<file path="src/rtl/spare_mon_pkg.sv">
// Shared definitions for the spare-cell tie-low monitor: register offsets,
// CTRL bit positions, bus FSM states and a byte-select expansion helper.
package spare_mon_pkg;

  localparam logic [4:0] OFF_STATUS = 5'h00;
  localparam logic [4:0] OFF_STICKY = 5'h04;
  localparam logic [4:0] OFF_COUNT  = 5'h08;
  localparam logic [4:0] OFF_CTRL   = 5'h0C;
  localparam logic [4:0] OFF_MASK   = 5'h10;

  localparam int CTRL_EN     = 0;
  localparam int CTRL_IRQ_EN = 1;

  typedef enum logic {
    BUS_IDLE,
    BUS_ACK
  } bus_state_t;

  function automatic logic [31:0] byte_mask(input logic [3:0] sel);
    return {{8{sel[3]}}, {8{sel[2]}}, {8{sel[1]}}, {8{sel[0]}}};
  endfunction

endpackage

</file>
<file path="src/rtl/spare_sync2.sv">
// Parameterised-width two-flop synchroniser for lines asynchronous to i_clk.
module spare_sync2 #(
  parameter int WIDTH = 1
) (
  input  logic             i_clk,
  input  logic             i_rst,
  input  logic [WIDTH-1:0] i_d,
  output logic [WIDTH-1:0] o_q
);

  logic [WIDTH-1:0] r_meta;
  logic [WIDTH-1:0] r_sync;

  // NOTE: non-blocking assignments make both stages sample together, so the
  // chain really is two flops deep rather than collapsing into one.
  always_ff @(posedge i_clk or posedge i_rst) begin
    if (i_rst) begin
      r_meta <= '0;
      r_sync <= '0;
    end else begin
      r_meta <= i_d;
      r_sync <= r_meta;
    end
  end

  assign o_q = r_sync;

endmodule

</file>
<file path="src/rtl/spare_tie_monitor.sv">
// Watches spare-cell tie-low lines, latches any rising edge as a sticky flag,
// counts event cycles and exposes status on a Wishbone slave with a level irq.
module spare_tie_monitor
  import spare_mon_pkg::*;
#(
  parameter int          NUM_SPARE = 4,
  parameter int          CNT_W     = 8,
  parameter logic [31:0] BASE_ADR  = 32'h3000_0000
) (
  input  logic                 wb_clk_i,
  input  logic                 wb_rst_i,
  input  logic [NUM_SPARE-1:0] spare_lo_i,
  input  logic                 wbs_cyc_i,
  input  logic                 wbs_stb_i,
  input  logic                 wbs_we_i,
  input  logic [3:0]           wbs_sel_i,
  input  logic [31:0]          wbs_adr_i,
  input  logic [31:0]          wbs_dat_i,
  output logic [31:0]          wbs_dat_o,
  output logic                 wbs_ack_o,
  output logic                 irq_o
);

  localparam logic [CNT_W-1:0] CNT_MAX = {CNT_W{1'b1}};

  logic [NUM_SPARE-1:0] w_sync;
  logic [NUM_SPARE-1:0] w_ev;
  logic [NUM_SPARE-1:0] r_prev;
  logic [NUM_SPARE-1:0] r_sticky;
  logic [NUM_SPARE-1:0] r_mask;
  logic [CNT_W-1:0]     r_count;
  logic [1:0]           r_ctrl;
  logic                 r_irq;
  bus_state_t           r_state;
  logic                 r_ack;
  logic [31:0]          r_dat;

  logic                 w_hit;
  logic                 w_req;
  logic                 w_wr;
  logic [4:0]           w_off;
  logic [31:0]          w_wmask;
  logic [31:0]          w_rdata;
  logic [NUM_SPARE-1:0] w_sticky_clr;
  logic                 w_any_ev;

  spare_sync2 #(.WIDTH(NUM_SPARE)) u_sync (
    .i_clk (wb_clk_i),
    .i_rst (wb_rst_i),
    .i_d   (spare_lo_i),
    .o_q   (w_sync)
  );

  assign w_ev     = {NUM_SPARE{r_ctrl[CTRL_EN]}} & r_mask & w_sync & ~r_prev;
  assign w_any_ev = |w_ev;

  assign w_hit   = (wbs_adr_i[31:5] == BASE_ADR[31:5]);
  assign w_req   = wbs_cyc_i & wbs_stb_i & w_hit & ~r_ack;
  assign w_wr    = w_req & wbs_we_i;
  assign w_off   = {wbs_adr_i[4:2], 2'b00};
  assign w_wmask = byte_mask(wbs_sel_i);

  assign w_sticky_clr = (w_wr && w_off == OFF_STICKY)
                      ? (wbs_dat_i[NUM_SPARE-1:0] & w_wmask[NUM_SPARE-1:0])
                      : '0;

  // NOTE: every variable gets a default before the case so no latch is inferred.
  always_comb begin
    w_rdata = '0;
    case (w_off)
      OFF_STATUS: w_rdata[NUM_SPARE-1:0] = w_sync;
      OFF_STICKY: w_rdata[NUM_SPARE-1:0] = r_sticky;
      OFF_COUNT:  w_rdata[CNT_W-1:0]     = r_count;
      OFF_CTRL:   w_rdata[1:0]           = r_ctrl;
      OFF_MASK:   w_rdata[NUM_SPARE-1:0] = r_mask;
      default:    w_rdata = '0;
    endcase
  end

  // Status registers; the edge detector's prev follows sync even while disabled,
  // so re-enabling never replays an edge that happened during the gap.
  always_ff @(posedge wb_clk_i or posedge wb_rst_i) begin
    if (wb_rst_i) begin
      r_prev   <= '0;
      r_sticky <= '0;
      r_count  <= '0;
      r_ctrl   <= '0;
      r_mask   <= '1;
      r_irq    <= 1'b0;
    end else begin
      r_prev   <= w_sync;
      r_sticky <= (r_sticky & ~w_sticky_clr) | w_ev;
      r_irq    <= r_ctrl[CTRL_IRQ_EN] & (|r_sticky);

      if (w_wr && w_off == OFF_COUNT)
        r_count <= w_any_ev ? CNT_W'(1) : '0;
      else if (w_any_ev && r_count != CNT_MAX)
        r_count <= r_count + CNT_W'(1);

      if (w_wr && w_off == OFF_CTRL && wbs_sel_i[0])
        r_ctrl <= wbs_dat_i[1:0];

      if (w_wr && w_off == OFF_MASK)
        r_mask <= (r_mask & ~w_wmask[NUM_SPARE-1:0])
                | (wbs_dat_i[NUM_SPARE-1:0] & w_wmask[NUM_SPARE-1:0]);
    end
  end

  // Bus FSM: one request, one acknowledge cycle, then back to idle.
  always_ff @(posedge wb_clk_i or posedge wb_rst_i) begin
    if (wb_rst_i) begin
      r_state <= BUS_IDLE;
      r_ack   <= 1'b0;
      r_dat   <= '0;
    end else begin
      case (r_state)
        BUS_IDLE: begin
          if (w_req) begin
            r_state <= BUS_ACK;
            r_ack   <= 1'b1;
            r_dat   <= wbs_we_i ? '0 : w_rdata;
          end else begin
            r_ack   <= 1'b0;
            r_dat   <= '0;
          end
        end
        default: begin
          r_state <= BUS_IDLE;
          r_ack   <= 1'b0;
          r_dat   <= '0;
        end
      endcase
    end
  end

  assign wbs_ack_o = r_ack;
  assign wbs_dat_o = r_dat;
  assign irq_o     = r_irq;

endmodule

</file>
<file path="config.mk">
export PLATFORM = sky130hd
export DESIGN_NAME = spare_tie_monitor
export DESIGN_NICKNAME = d
export VERILOG_FILES = /design/src/rtl/spare_mon_pkg.sv /design/src/rtl/spare_sync2.sv /design/src/rtl/spare_tie_monitor.sv
export SDC_FILE = /design/constraint.sdc
export NUM_CORES = 1
export LEC_CHECK = 0
export CELL_PAD_IN_SITES_DETAIL_PLACEMENT = 1
export CELL_PAD_IN_SITES_GLOBAL_PLACEMENT = 1
export CORE_UTILIZATION = 26
export CTS_BUF_LIST = sky130_fd_sc_hd__clkbuf_4
export CTS_CLUSTER_DIAMETER = 60
export DETAILED_ROUTE_END_ITERATION = 6
export PLACE_DENSITY_LB_ADDON = 0.1
export REMOVE_ABC_BUFFERS = 1
export SETUP_SLACK_MARGIN = 0.2
export SYNTH_ARGS = -nofsm -noshare
export SYNTH_HDL_FRONTEND = slang
export SYNTH_SLANG_ARGS = --single-unit
</file>
<file path="constraint.sdc">
create_clock -name wb_clk_i -period 1.6 [get_ports wb_clk_i]
set_input_delay 0.24 -clock wb_clk_i [delete_from_list [all_inputs] [get_ports wb_clk_i]]
set_output_delay 0.24 -clock wb_clk_i [all_outputs]
set_load 0.02 [all_outputs]
</file>
==> summary.md <==
| Metric | Value |
|---|---|
| Net count, final | 336 |
| Switch share | 0.271 |
| Synth cell types | 39 |
| Startpoint Class | flop |
| Switching component of the power | 0.000493 W |
| Crit-path max FO | 6 |
| Area contributors post-synth | dfrtp_1 46%, buf_4 9.5%, dfstp_2 5.3% |
| Outcome | finished, violations left |
| Clock Skew | 0.00505 ns |
| FILL cells | 845 |
| P per Cell Area | 614 nW/µm² |
| Worst Path Buf+Inv | 1 |
| Initial DRC Count | 36 |
| Initial Util | 0.270 |
| Max clock buf depth | 2 |
| Slowest-stage cell, CP | dfrtp_2 |
| Latest clock arrival within the worst-skew pair | 0.36 ns |
| CTS tree | built |
| FMAX | 589 MHz |
| Die area | 7920 µm² |
| EDFF count, synth | 0 |
| Antenna violations before repair | 0 |
| RSZ-0062 raised after global routing | true |
| Failing checks | negative setup slack |
| Diodes inserted | 0 |
| Synthesis-to-layout area growth | 50.2% |
| Async SR Flop Fraction | 1.00 |
| Vias in the first global route | 1611 |
| All-Layer GR Usage | 0.144 |
| Critical path type | flop to flop |
| Worst setup EP type | flop |
| Largest delay contributor family on the critical path | simple AND/OR/NAND/NOR gates |
| Power share of the clock group | 0.290 |
| Maxcap violations | 0 |
| Placed Area | 2730 µm² |
| Yosys warns | 0 |
| Fin crit period | 1.70 ns |
| FF+latch count, synth | 40 |
| Critical-path cell list | and4b_2 > nor4_4 > buf_6 > nor2_4 > xnor2_2 > mux2i_1 |
| Final hold violation count | 0 |
| Slew Viols, Final | 0 |
| Clk sink count | 40 |
| Worst EP required | 1.86 ns |
| CTS buffer count | 5 |
| Drt pass-1 iters | 4 |
| Final setup TNS | -0.760 ns |
| Synthesized instance count | 172 |
| Reg2reg start | r_ctrl[0] |
| Yosys top cell area share | 0.458 |
| DRC errors left | 0 |
| Die Height | 89.0 µm |
| Int Power | 0.00132 W |
| Maximum vdd ir drop | 0.249 mV |
| Vias per cell | 4.40 |
| Post-synth top flop | dfrtp_1 |
| Max stage delay on crit path | 0.47 ns |
| Routed len/inst | 14.9 µm |
| CTS clk-pin slew, worst paths | 0.12 ns |
| Fin worst setup slack | -0.0989 ns |
| Grt ovf | 0 |
| Gate power share | 0.142 |
| H-tree depth | 2 |
| Setup Viol. Count Final | 17 |
| Critical Path AT | 1.96 ns |
| Clock Tree Root | clkbuf_4 |
| Post-synth design cell area | 1970 µm² |
| CORE AREA | 7290 µm² |
| Avg Inst Size Synth | 11.4 µm² |
| Pin count of the biggest net entering global routing | 41 |
| Final HPWL DP | 4000 µm |
| Wirelength, routed | 5340 µm |
| Routability cong. | 0.771 |
| Antenna viol nets, final | 0 |
| Tcrit/Tclk final | 1.06 |
| Worst Setup SP | r_ctrl[0] |
| Post-Layout Inst Area | 2960 µm² |
| Port bufs | 53 |
| Reg power frac | 0.568 |
| Synth area leader | dfrtp_1 |
| Row cnt | 31 |
| Post-CTS Hold Fix Bufs | 0 |
| First-pass GRT wire length | 8310 µm |
| Layout cell share with drive strength beyond 1 | 0.305 |
| IO Pins | 111 |
| Die X-Extent | 89.0 µm |
| HP Class | primary input to async pin |
| P_leak | 1.36 nW |
| Seq/Total Area, Yosys | 0.511 |
| Vias | 1576 |
## cell usage in the layout, fill, tap and decap left out, types with 5 or more instances in the layout
cell type and count:
nor4_2 5, xnor2_1 6, dlygate4sd2_1 17, nor2_1 9, and3_1 5, clkdlybuf4s50_1 35, buf_4 29, conb_1 24
dfrtp_1 35, nand2_1 6, clkbuf_4 5, nand4b_1 5
## sequential cells by signal, indices dropped and copies added, names as in the netlist, named ones only
name,flops
wbs_ack_o,1
u_sync.r_meta,4
r_count,8
wbs_dat_o,8
r_sticky,4
r_ctrl,2
r_prev,4
u_sync.o_q,4
irq_o,1
## cells in the mapped netlist, types with 2 or more instances
cell type	number
a21o_1	4
a21oi_1	3
a22oi_1	4
and2_1	4
and3_1	5
and4b_1	4
buf_4	25
clkbuf_1	3
dfrtp_1	36
dfstp_2	4
mux2_2	8
mux2i_1	3
nand2_1	6
nand3_1	4
nand4_1	2
nand4b_1	5
nor2_1	11
nor2b_1	3
nor3b_1	2
nor4_1	8
o21ai_0	3
o22ai_1	2
xnor2_1	7
## metal layers
metal | wire (µm) | vias up | track usage
met5 | 0 | - | 0
met4 | 72 | 0 | 0.0519
met3 | 451 | 5 | 0.0406
met2 | 2590 | 64 | 0.252
met1 | 2230 | 768 | 0.169
li1 | - | 739 | -
## cells by family after synthesis
family,count (synthesis),synth area share
and+or+nand+nor,65,0.225
DFF,40,0.511
buffers and inverters,30,0.106
AOI/OAI and AO/OA,17,0.0578
muxes,11,0.0610
xor gates and xnor gates,7,0.0312
adders and majority gates,1,0.00636
other,1,0.00191
## power groups by stage
stage | clock network, W | registers (W) | logic (W)
after floorplan | 0 | 0.00105 | 0.0000964
after global placement | 0 | 0.00105 | 0.000262
after detailed placement | 0 | 0.00105 | 0.000261
after CTS | 0.000547 | 0.00103 | 0.000259
after global routing | 0.000587 | 0.00103 | 0.000284
final | 0.000526 | 0.00103 | 0.000257
## final timing paths
path                               endpoint  slack (ns)  depth (start not counted)
max                              r_count[0]        -0.1                          6
min                               r_prev[1]        0.21                          3
max reg2reg                      r_count[0]        -0.1                          6
min reg2reg                   u_sync.o_q[2]        0.36                          0
max in group asynchronous         async pin        1.13                          3
min in group wb_clk_i      u_sync.r_meta[1]        0.30                          1
## worst register-to-register path, stage by stage, from the launching register on
cell,delay [ns]
dfrtp_2,0.47
and4b_2,0.25
nor4_4,0.35
buf_6,0.21
nor2_4,0.06
xnor2_2,0.18
mux2i_1,0.08
## final cells by class
class	count	area (µm²)	area share
multi-input combinational	125	995	0.336
clock buffer	5	37.5	0.0127
sequential	40	1010	0.341
clock inverter	3	18.8	0.00635
tap	99	124	0.0419
inverter	1	3.75	0.00127
timing repair buffer	85	771	0.261
## through the flow
step | utilization | hold slack [ns] | total power, W | cells | setup slack, ns
2_1_floorplan | - | 0.271 | 0.00115 | 166 | -0.230
3_3_place_gp | 0.374 | 0.333 | 0.00131 | 346 | -0.642
3_5_place_dp | 0.374 | 0.338 | 0.00131 | 346 | -0.665
4_1_cts | 0.397 | 0.211 | 0.00184 | 357 | -0.0926
5_1_grt | 0.405 | 0.246 | 0.00190 | 358 | -0.197
6_report | 0.405 | 0.215 | 0.00182 | 358 | -0.0989
## repair_timing
item,4_1_cts,5_1_grt
endpoints found under the setup margin,37,27
hold endpoints to repair,0,0
pin swaps,24,13
buffers inserted,2,1
resized for setup,49,9
cloned,1,0
No activity file was read; power rests on OpenSTA's default activity.
